$ cat src/rtl/raisin64_pkg.sv
// raisin64_pkg
//   Constants shared by the write-back arbiter and its neighbours:
//   datapath width, register-number width, and the execution-unit
//   indices that set the order of the arbiter request vector.
//   No ports (package).

package raisin64_pkg;

  localparam int XLEN            = 64;
  localparam int RN_W            = 6;
  localparam int N_UNITS_DEFAULT = 3;

  // Execution-unit positions in the in_valid / wb_grant vectors
  localparam int UNIT_ALU    = 0;
  localparam int UNIT_MEM    = 1;
  localparam int UNIT_MULDIV = 2;

endpackage

$ cat src/rtl/wb_arbiter_if.sv
// wb_arbiter_if
//   Groups the execution-unit result handshake and the register-file /
//   pending-table write-back signals.
//   Unit side   : in_valid, in_rn, in_data  ->  in_ready
//   Result side : rf_we, rf_waddr, rf_wdata, free_rn, wb_grant
//   Modports:
//     slave  - the arbiter (consumes unit results, drives the RF write)
//     master - the environment (units offering results, RF observing)

interface wb_arbiter_if #(
  parameter int N_UNITS = raisin64_pkg::N_UNITS_DEFAULT,
  parameter int XLEN    = raisin64_pkg::XLEN,
  parameter int RN_W    = raisin64_pkg::RN_W
);
  import raisin64_pkg::*;

  logic [N_UNITS-1:0]      in_valid;
  logic [N_UNITS-1:0]      in_ready;
  logic [N_UNITS*RN_W-1:0] in_rn;
  logic [N_UNITS*XLEN-1:0] in_data;

  logic                    rf_we;
  logic [RN_W-1:0]         rf_waddr;
  logic [XLEN-1:0]         rf_wdata;
  logic [RN_W-1:0]         free_rn;
  logic [N_UNITS-1:0]      wb_grant;

  modport slave (
    input  in_valid, in_rn, in_data,
    output in_ready, rf_we, rf_waddr, rf_wdata, free_rn, wb_grant
  );

  modport master (
    output in_valid, in_rn, in_data,
    input  in_ready, rf_we, rf_waddr, rf_wdata, free_rn, wb_grant
  );

endinterface

$ cat src/rtl/wb_arbiter_rr_arbiter.sv
// rr_arbiter
//   Round-robin arbiter with a registered priority pointer. The grant is
//   combinational from req_i and the pointer: the first requester at or
//   after the pointer (circular) wins. After a grant the pointer moves to
//   one past the winner; with no request it holds.
//   Ports:
//     clk, rst_n  clock, asynchronous active-low reset (pointer -> 0)
//     req_i [N]   request vector
//     gnt_o [N]   one-hot grant (all zero when nothing requests)

module rr_arbiter #(
  parameter int N = 3
) (
  input  logic         clk,
  input  logic         rst_n,
  input  logic [N-1:0] req_i,
  output logic [N-1:0] gnt_o
);
  import raisin64_pkg::*;

  localparam int              PTR_W = (N > 1) ? $clog2(N) : 1;
  localparam logic [PTR_W:0]  N_EXT = (PTR_W+1)'(N);

  logic [PTR_W-1:0] ptr_q, ptr_d;
  logic [PTR_W-1:0] gntIdx;
  logic             anyGnt;
  logic [PTR_W:0]   cand;
  logic [PTR_W:0]   nextPtr;

  // Circular search starting at the pointer; the candidate index is kept
  // one bit wider so the wrap from N-1 back to 0 works for any N.
  always_comb begin
    gnt_o  = '0;
    gntIdx = '0;
    anyGnt = 1'b0;
    cand   = '0;
    for (int off = 0; off < N; off++) begin
      cand = {1'b0, ptr_q} + (PTR_W+1)'(off);
      if (cand >= N_EXT) cand = cand - N_EXT;
      if (!anyGnt && req_i[cand[PTR_W-1:0]]) begin
        anyGnt                = 1'b1;
        gntIdx                = cand[PTR_W-1:0];
        gnt_o[cand[PTR_W-1:0]] = 1'b1;
      end
    end
  end

  // Pointer moves to one past the winner so the winner has lowest
  // priority next time; no grant leaves it where it was.
  always_comb begin
    nextPtr = {1'b0, gntIdx} + (PTR_W+1)'(1);
    if (nextPtr >= N_EXT) nextPtr = '0;
    ptr_d = anyGnt ? nextPtr[PTR_W-1:0] : ptr_q;
  end

  always_ff @(posedge clk or negedge rst_n) begin
    if (!rst_n) ptr_q <= '0;
    else        ptr_q <= ptr_d;
  end

endmodule

$ cat src/rtl/wb_arbiter.sv
// wb_arbiter
//   Funnels execution-unit results into the single register-file write
//   port. Each unit owns a one-entry holding slot filled through a
//   valid/ready handshake; a round-robin arbiter retires one full slot per
//   cycle, writing the RF and releasing the register on free_rn.
//   Ports:
//     clk, rst_n  clock, asynchronous active-low reset (drops held results)
//     bus         wb_arbiter_if.slave: unit handshake in, RF write out

module wb_arbiter #(
  parameter int N_UNITS = raisin64_pkg::N_UNITS_DEFAULT,
  parameter int XLEN    = raisin64_pkg::XLEN,
  parameter int RN_W    = raisin64_pkg::RN_W
) (
  input  logic         clk,
  input  logic         rst_n,
  wb_arbiter_if.slave  bus
);
  import raisin64_pkg::*;

  logic [N_UNITS-1:0]           full_q, full_d;
  logic [N_UNITS-1:0][RN_W-1:0] rn_q, rn_d;
  logic [N_UNITS-1:0][XLEN-1:0] data_q, data_d;

  logic [N_UNITS-1:0] gnt;
  logic [N_UNITS-1:0] readyInt;
  logic [N_UNITS-1:0] accept;
  logic [RN_W-1:0]    selRn;
  logic [XLEN-1:0]    selData;

  rr_arbiter #(.N(N_UNITS)) u_rr (
    .clk   (clk),
    .rst_n (rst_n),
    .req_i (full_q),
    .gnt_o (gnt)
  );

  // A slot being retired this cycle can take a new result at the same
  // edge, so a unit streaming results sees no bubble.
  always_comb begin
    readyInt = ~full_q | gnt;
    accept   = bus.in_valid & readyInt;
  end

  // Slot update: a new accept always wins over the drain, so a granted
  // slot that refills stays full. rn/data are only loaded on accept, so
  // junk on in_rn/in_data with valid low never enters a slot.
  always_comb begin
    full_d = full_q;
    rn_d   = rn_q;
    data_d = data_q;
    for (int i = 0; i < N_UNITS; i++) begin
      if (accept[i]) begin
        full_d[i] = 1'b1;
        rn_d[i]   = bus.in_rn[i*RN_W +: RN_W];
        data_d[i] = bus.in_data[i*XLEN +: XLEN];
      end else if (gnt[i]) begin
        full_d[i] = 1'b0;
      end
    end
  end

  always_ff @(posedge clk or negedge rst_n) begin
    if (!rst_n) begin
      full_q <= '0;
      rn_q   <= '0;
      data_q <= '0;
    end else begin
      full_q <= full_d;
      rn_q   <= rn_d;
      data_q <= data_d;
    end
  end

  // AND-OR mux on the one-hot grant: every output collapses to zero when
  // idle, and only slot contents (never live inputs) reach the RF port.
  always_comb begin
    selRn   = '0;
    selData = '0;
    for (int i = 0; i < N_UNITS; i++) begin
      selRn   = selRn   | (rn_q[i]   & {RN_W{gnt[i]}});
      selData = selData | (data_q[i] & {XLEN{gnt[i]}});
    end
  end

  // r0 still consumes a grant but never writes; free_rn of 0 is harmless
  // to the pending table.
  always_comb begin
    bus.in_ready = readyInt;
    bus.wb_grant = gnt;
    bus.rf_we    = (|gnt) && (selRn != '0);
    bus.rf_waddr = selRn;
    bus.rf_wdata = selData;
    bus.free_rn  = selRn;
  end

endmodule

$ cat src/flat_wrapper.sv
// flat-port wrapper written by rule: the top's interface ports become plain ports
module wb_arbiter_flat import raisin64_pkg::*;
#(
  parameter int N_UNITS = raisin64_pkg::N_UNITS_DEFAULT,
  parameter int XLEN    = raisin64_pkg::XLEN,
  parameter int RN_W    = raisin64_pkg::RN_W
)
  (clk, rst_n, bus_in_valid, bus_in_rn, bus_in_data, bus_in_ready, bus_rf_we, bus_rf_waddr, bus_rf_wdata, bus_free_rn, bus_wb_grant);
  wb_arbiter_if #(.N_UNITS(N_UNITS), .XLEN(XLEN), .RN_W(RN_W)) bus_i ();
  input  logic clk;
  input  logic rst_n;
  input wire logic [$bits(bus_i.in_valid)-1:0] bus_in_valid;
  input wire logic [$bits(bus_i.in_rn)-1:0] bus_in_rn;
  input wire logic [$bits(bus_i.in_data)-1:0] bus_in_data;
  output wire logic [$bits(bus_i.in_ready)-1:0] bus_in_ready;
  output wire logic [$bits(bus_i.rf_we)-1:0] bus_rf_we;
  output wire logic [$bits(bus_i.rf_waddr)-1:0] bus_rf_waddr;
  output wire logic [$bits(bus_i.rf_wdata)-1:0] bus_rf_wdata;
  output wire logic [$bits(bus_i.free_rn)-1:0] bus_free_rn;
  output wire logic [$bits(bus_i.wb_grant)-1:0] bus_wb_grant;
  assign bus_i.in_valid = bus_in_valid;
  assign bus_i.in_rn = bus_in_rn;
  assign bus_i.in_data = bus_in_data;
  assign bus_in_ready = bus_i.in_ready;
  assign bus_rf_we = bus_i.rf_we;
  assign bus_rf_waddr = bus_i.rf_waddr;
  assign bus_rf_wdata = bus_i.rf_wdata;
  assign bus_free_rn = bus_i.free_rn;
  assign bus_wb_grant = bus_i.wb_grant;
  wb_arbiter #(.N_UNITS(N_UNITS), .XLEN(XLEN), .RN_W(RN_W)) u_core (.clk(clk), .rst_n(rst_n), .bus(bus_i));
endmodule
$ cat config.mk
export PLATFORM = sky130hd
export DESIGN_NAME = wb_arbiter_flat
export DESIGN_NICKNAME = d
export VERILOG_FILES = /design/src/rtl/raisin64_pkg.sv /design/src/rtl/wb_arbiter_if.sv /design/src/rtl/wb_arbiter_rr_arbiter.sv /design/src/rtl/wb_arbiter.sv /design/src/flat_wrapper.sv
export SDC_FILE = /design/constraint.sdc
export NUM_CORES = 1
export LEC_CHECK = 0
export BUFFER_PORTS_ARGS = -buffer_cell sky130_fd_sc_hd__buf_2
export CAP_MARGIN = 30
export CORE_UTILIZATION = 47
export CTS_CLUSTER_DIAMETER = 150
export DETAILED_ROUTE_END_ITERATION = 16
export PLACE_DENSITY = 0.76
export SLEW_MARGIN = 5
export SYNTH_ARGS = -nofsm -noshare
export SYNTH_HDL_FRONTEND = slang
export SYNTH_SLANG_ARGS = --single-unit
$ cat constraint.sdc
create_clock -name clk -period 2.6 [get_ports clk]
set_input_delay 0 -clock clk [delete_from_list [all_inputs] [get_ports clk]]
set_output_delay 0 -clock clk [all_outputs]
set_load 0.01 [all_outputs]
Word level (Yosys, flattened, before mapping)
Cells that the tools add are included.
{ "totals": {"ff_bits": 215, "output_inout_bits": 83, "wordCells": 85} }
{ "op_classes": {"n_addsub": 6, "magnitude_cmp": 10, "muxes": 31, "bitwise_logic": 15, "reduce_logical": 13} }
{ "op_table": {"columns": ["op", "count"], "rows": [
  ["bitwise AND 64 bit", 3],
  ["bitwise OR 64 bit", 2],
  ["bitwise AND 6 bit", 3],
  ["two-way mux 1 bit", 15],
  ["two-way mux 2 bit", 7],
  ["bitwise OR 6 bit", 2],
  [">= comparator 3 x 2 -> 1 bit, second input constant", 3],
  ["less-than comparator 2 x 3 -> 1 bit, second input constant", 3],
  ["two-way mux 3 bit", 3],
  ["bitwise OR 3 bit", 3],
  ["adder 2 x 1 -> 3 bit, second input constant", 2],
  ["binary-select mux 1 bit (select 2 bit)", 3],
  ["demux 1 bit (select 2 bit)", 3],
  [">= comparator 2 x 1 -> 1 bit, second input constant", 3],
  ["logical AND 1 bit", 6],
  ["nonzero test 2 bit", 3],
  ["nonzero test 6 bit", 1],
  ["subtractor 2 bit, second input constant", 3],
  ["adder 2 x 2 -> 3 bit, second input constant", 1],
  ["bitwise AND 3 bit", 1],
  ["NOT 3 bit", 1],
  ["OR reduction 3 bit", 1],
  [">= comparator 2 bit, second input constant", 1],
  ["zero test 1 bit", 2]
]} }

Logic depth before layout (Yosys ltp)
{ "depth": {"depth_word": 16, "depth_mapped": 12} }

Hierarchy
Synthesis repeated with hierarchy kept, for this count alone.
{ "unflattened": {"hier_cells": 678, "hier_area_um2": 9521.6} }
{ "by_module_without_submodules": {"columns": ["module", "n_inst", "cells_per_inst", "area_each_um2", "seq_area_each_um2"], "rows": [
  ["wb_arbiter", 1, 625, 9063.7, 5330.1],
  ["rr_arbiter", 1, 53, 457.9, 50.0]
]} }

Worst setup path before layout
No wires, ideal clock.
{ "synth_path": {"kind": "register to register", "start": "reg u_core.u_rr.ptr_q[0]", "end": "reg u_core.data_q[0] in the netlist's numbering", "t_arrival_ns": 2.573, "setup_slack_ns": -0.098, "stages_incl_launch_ff": 12, "synth_period_minus_slack_ns": 2.698, "cell_sequence": "dfrtp_1 inv_1 ha_1 buf_4 nor4b_4 o21ai_2 a21oi_4 nand2b_1 and2_4 buf_8 buf_8 mux2_4"} }
{ "synth_via": {"elab_chain_len": 13} }
{ "synth_rtl": {"columns": ["element", "line", "source"], "rows": [
  ["from (decl)", "wb_arbiter_rr_arbiter.sv:24", "logic [PTR_W-1:0] ptr_q, ptr_d;"],
  ["from (signal assigned)", "wb_arbiter_rr_arbiter.sv:58", "else ptr_q <= ptr_d;"],
  ["adder 2 x 1 -> 3 bit, or another cell as far along", "wb_arbiter_rr_arbiter.sv:38", "cand = {1'b0, ptr_q} + (PTR_W+1)'(off);"],
  [">= comparator 3 x 2 -> 1 bit, or another cell as far along", "wb_arbiter_rr_arbiter.sv:39", "if (cand >= N_EXT) cand = cand - N_EXT;"],
  ["two-way mux 2 bit, or another cell as far along", "wb_arbiter_rr_arbiter.sv:39", null],
  ["less-than comparator 2 x 3 -> 1 bit (not written as such), or another cell as far along", "wb_arbiter_rr_arbiter.sv:43", "gnt_o[cand[PTR_W-1:0]] = 1'b1;"],
  ["logical AND 1 bit (not written as such), or another cell as far along", "wb_arbiter_rr_arbiter.sv:43", null],
  ["two-way mux 1 bit (not written as such), or another cell as far along", "wb_arbiter_rr_arbiter.sv:43", null],
  ["demux 1 bit (select 2 bit), or another cell as far along", "wb_arbiter_rr_arbiter.sv:43", null],
  ["bitwise OR 3 bit (no source line) / two-way mux 1 bit (equally long branches)", null, null],
  ["two-way mux 3 bit / zero test 1 bit (equally long branches)", "wb_arbiter_rr_arbiter.sv:40", "if (!anyGnt && req_i[cand[PTR_W-1:0]]) begin"],
  ["bitwise OR 3 bit (no source line) / logical AND 1 bit (equally long branches)", null, null],
  ["two-way mux 3 bit (*)", "wb_arbiter_rr_arbiter.sv:40", null],
  ["bitwise OR 3 bit (*)", "wb_arbiter.sv:41", "readyInt = ~full_q | gnt;"],
  ["net bus_in_ready[0]", "flat_wrapper.sv:15", "output wire logic [$bits(bus_i.in_ready)-1:0] bus_in_ready;"],
  ["bitwise AND 3 bit (*)", "wb_arbiter.sv:42", "accept = bus.in_valid & readyInt;"],
  ["to (signal assigned)", "wb_arbiter.sv:71", "data_q <= data_d;"],
  ["to (decl)", "wb_arbiter.sv:23", "logic [N_UNITS-1:0][XLEN-1:0] data_q, data_d;"]
]} }
Mark *: on every way through the listed nets, which the timed path passes. The rest lies on a longest branch. The select of a mux whose other input is x is not followed.
A chain may end at the register's enable or synchronous reset.

Worst setup path in the final report
{ "layout_path": {"start": "reg u_core.u_rr.ptr_q[0]", "end": "out bus_rf_we"} }
{ "layout_via": {"elab_chain_len": 16} }
{ "layout_rtl": {"columns": ["element", "line", "source"], "rows": [
  ["adder 2 x 1 -> 3 bit, or another cell as far along", "wb_arbiter_rr_arbiter.sv:38", null],
  [">= comparator 3 x 2 -> 1 bit, or another cell as far along", "wb_arbiter_rr_arbiter.sv:39", null],
  ["two-way mux 2 bit, or another cell as far along", "wb_arbiter_rr_arbiter.sv:39", null],
  ["less-than comparator 2 x 3 -> 1 bit (not written as such), or another cell as far along", "wb_arbiter_rr_arbiter.sv:43", null],
  ["logical AND 1 bit (not written as such), or another cell as far along", "wb_arbiter_rr_arbiter.sv:43", null],
  ["two-way mux 1 bit (not written as such), or another cell as far along", "wb_arbiter_rr_arbiter.sv:43", null],
  ["demux 1 bit (select 2 bit), or another cell as far along", "wb_arbiter_rr_arbiter.sv:43", null],
  ["bitwise OR 3 bit (no source line) / two-way mux 1 bit (equally long branches)", null, null],
  ["two-way mux 3 bit / zero test 1 bit (equally long branches)", "wb_arbiter_rr_arbiter.sv:40", null],
  ["bitwise OR 3 bit (no source line) / logical AND 1 bit (equally long branches)", null, null],
  ["two-way mux 3 bit (*)", "wb_arbiter_rr_arbiter.sv:40", null],
  ["bitwise AND 6 bit", "wb_arbiter.sv:81", "selRn = selRn | (rn_q[i] & {RN_W{gnt[i]}});"],
  ["bitwise OR 6 bit (2 in a row)", "wb_arbiter.sv:81", null],
  ["nonzero test 6 bit", "wb_arbiter.sv:91", "bus.rf_we = (|gnt) && (selRn != '0);"],
  ["logical AND 1 bit (*)", "wb_arbiter.sv:91", null],
  ["to (decl)", "flat_wrapper.sv:16", "output wire logic [$bits(bus_i.rf_we)-1:0] bus_rf_we;"]
]} }
Mark *: on every way between the ends. The rest lies on a longest branch, timed or not. The select of a mux whose other input is x is not followed.

==> results_dict.tcl <==
set metrics [dict create \
    syn_avg_cell_area_um2 14.6 \
    grt_pass1_vias 10300 \
    required_ps 2600 \
    routedWlPerCell_um 25.7 \
    critical-path-top-cell-by-count "buf_4" \
    row_count 53 \
    cp.arrival_ps 3360 \
    failing_checks "setup timing" \
    comb_power_share 0.708 \
    max-vdd-ir-drop_uv 1570 \
    finalHoldViolCount 0 \
    seq_area_frac_synth 0.526 \
    synth_edf_count 0 \
    tritoncts "built" \
    worst_setup_hold_path_clk_slew_ps 60 \
    yosysWarningCount 0 \
    design_power_total_w 0.0341 \
    final_slew_violations 0 \
    place.detailed.hpwl_mm 18.1 \
    core-area_um2 21200 \
    setup-violations-final 293 \
    cts.htree.levels 1 \
    first_pass_grt_wire_length_mm 58.6 \
    cts_num_sinks 215 \
    vertical_extent_of_the_die_um 150 \
    syn-num-nets 921 \
    min_period_ps 3360 \
    gp_congestion 0.863 \
    area.growth.synth_to_final_pct 69.7 \
    crit_cells 12 \
    postSynthRegisterBits 215 \
    drt_first_pass_iters 8 \
    fillCellCount 1004 \
    final_worst_path_period_share 1.29 \
    seqPwrFrac 0.191 \
    critical_path.startpoint_type "register" \
    synth.cell_area_um2 10200 \
    power_report.internal_total_w 0.0208 \
    net-switching-power_w 0.0133 \
    setup.worst_path.end_class "output port" \
    clk_latency_ps 520 \
    worstPathBufferInverterCount 5 \
    grt_setup_unrepaired "yes" \
    io-pin-count 298 \
    grt_overflow_total 0 \
    initial_core_util 0.484 \
    slowest_stage_delay_cp_ps 500 \
    crit_fanout 5 \
    power.clock.fraction 0.102 \
    root_buffer_cell "clkbuf_16" \
    achievable-frequency_mhz 297 \
    run_status "finished, violations left" \
    routed_via_density 5.73 \
    layout_commonest_cell "buf_2" \
    hold_class "in2async" \
    die_width_um 150 \
    timing_worst_setup_path_type "reg2out" \
    final.setup_skew_ps 25.9 \
    final_net_count 1548 \
    maxSlewHeadroom 0.683 \
    power.share.switching 0.389 \
    max_slew.worst_pin.slew_ps 475 \
    number_of_antenna_violations_at_the_first_check_in_global_routing 6 \
    worstPathCellList "buf_6, ha_4, buf_4, buf_4, nand2b_1, nor2_2, mux2_4, buf_4, o21ai_0, nand4b_1, or4_1, buf_2" \
    synthFlopType "dfrtp_1" \
    crit_slowest_cell "or4_1" \
    ctsLongestPathBuffers 3 \
    grt_max_degree 79 \
    synthCells 702 \
    layout_cell_share_with_drive_strength_beyond_1 0.534 \
    port_buffers 297 \
    drt-initial-drc-count 869 \
    finalWirelength_mm 41.9 \
    route.detailed.drc 0 \
    worst_path_dominant_cell_family "simple AND/OR/NAND/NOR gates" \
    power_density_nw_per_um2 1960 \
    synth.lib_cells_used.distinct 46 \
    power.leakage_nw 8.56 \
    drt.antenna.violating_nets 0 \
    final_cell_mix "buf_2, dlygate4sd3_1, dfrtp_1" \
    setup_slack_ps -764 \
    cap_viol_max_count 0 \
    final_core_utilization 0.821 \
    design.die.area_um2 22400 \
    grt_util_all_layers 0.353 \
    numCtsBuffers 24 \
    dr_total_vias 9327 \
    postSynth.asyncResetShare 1.00 \
    reg2regPathDepth 13 \
]
-- kinds of logic (layout without fill, tap and decap cells) --
logic type / after synthesis / count (layout) / share of synthesized area
buffers and inverters: 125 / 768 / 0.0693
DFF: 215 / 215 / 0.526
and+or+nand+nor: 53 / 53 / 0.0286
other: 0 / 7 / 0
muxes: 214 / 214 / 0.287
AOI/OAI and AO/OA: 91 / 91 / 0.0843
adders and majority gates: 4 / 4 / 0.00489
-- metrics by stage --
step	setup WS, ps	TNS, ps	hold slack (ps)	instances	area (um2)
after floorplan	-17.7	-1790	-296	702	10300
after global placement	-216	-27470	8.13	1279	12300
after detailed placement	-293	-41270	4.54	1279	12300
after CTS	-602	-79110	31.1	1608	16900
after global routing	-919	-152150	66.4	1626	17400
final	-764	-128550	27.3	1627	17400
-- Yosys cell counts (2+ instances only) --
cell type	instances	area share
a211o_1	2	0.0017
a21oi_1	4	0.0020
a222oi_1	65	0.064
and2_1	2	0.0012
buf_1	11	0.0040
buf_2	3	0.0015
buf_4	9	0.0066
buf_6	15	0.017
buf_8	8	0.012
clkbuf_1	9	0.0033
dfrtp_1	215	0.53
ha_1	4	0.0049
inv_1	70	0.026
mux2_1	70	0.077
mux2_4	141	0.21
mux2i_1	2	0.0020
nand2_1	12	0.0044
nand2b_1	7	0.0043
nand3_1	6	0.0029
nand3b_1	2	0.0015
nor2_1	13	0.0048
nor2b_1	3	0.0018
o21ai_0	5	0.0024
o21ai_1	2	0.00098
-- worst paths after layout --
check | from | to | slack, ps
hold reg to reg | u_core.data_q[149] | u_core.data_q[149] | 490
min in group clk | bus_in_data[56] | u_core.data_q[56] | 240
max in group asynchronous | rst_n | u_core.data_q[142] | 1760
hold / removal | rst_n | u_core.data_q[56] | 30
setup / recovery | u_core.u_rr.ptr_q[0] | bus_rf_we | -760
setup reg to reg | u_core.u_rr.ptr_q[0] | u_core.data_q[188] | -590
-- cell type report --
cell class,count,area [um2],area share
well taps,275,344,0.0198
clock buffers,32,702,0.0404
flip-flops and latches,215,5380,0.310
multi-input cells,362,4550,0.262
repair buffers,656,6010,0.346
inverters,70,263,0.0151
clock inverters,10,104,0.00598
diodes,7,17.5,0.00101
-- worst reg2reg max path, cell delays in order (launching register included) --
cell and delay (ps):
dfrtp_1 420, inv_2 80, ha_4 330, buf_4 130, buf_6 130, o21ai_1 80, buf_4 140, a2111oi_4 460
buf_4 220, nand2b_4 120, and2_4 220, buf_6 150, bufbuf_16 270, mux2_1 330
-- layer usage --
metal,track usage,part of all wire,vias up
li1,-,-,3855
met1,0.404,0.36,4688
met2,0.624,0.51,596
met3,0.0640,0.071,188
met4,0.186,0.058,0
met5,0,0,-
-- what timing repair did --
item / CTS / global route
gates resized for setup: 121 / 91
endpoints found under the setup margin: 293 / 293
hold buffers: 214 / 0
endpoints found under the hold margin: 428 / 0
pin swaps: 55 / 16
gates cloned: 27 / 6
setup buffers: 46 / 14
-- power by group through the flow --
stage	clock [W]	sequential (W)	combinational, W
floorplan	0	0.00582	0.00993
global placement	0	0.00612	0.0141
detailed placement	0	0.00619	0.0144
CTS	0.00348	0.00620	0.0215
global route	0.00363	0.00658	0.0250
finish	0.00347	0.00650	0.0241
-- sequential cells by signal, indices dropped and copies added (netlist names) --
signal,cells
u_core.rn_q,18
u_core.u_rr.ptr_q,2
u_core.full_q,3
u_core.data_q,192
Note: power is estimated with default switching activity, not from simulation.
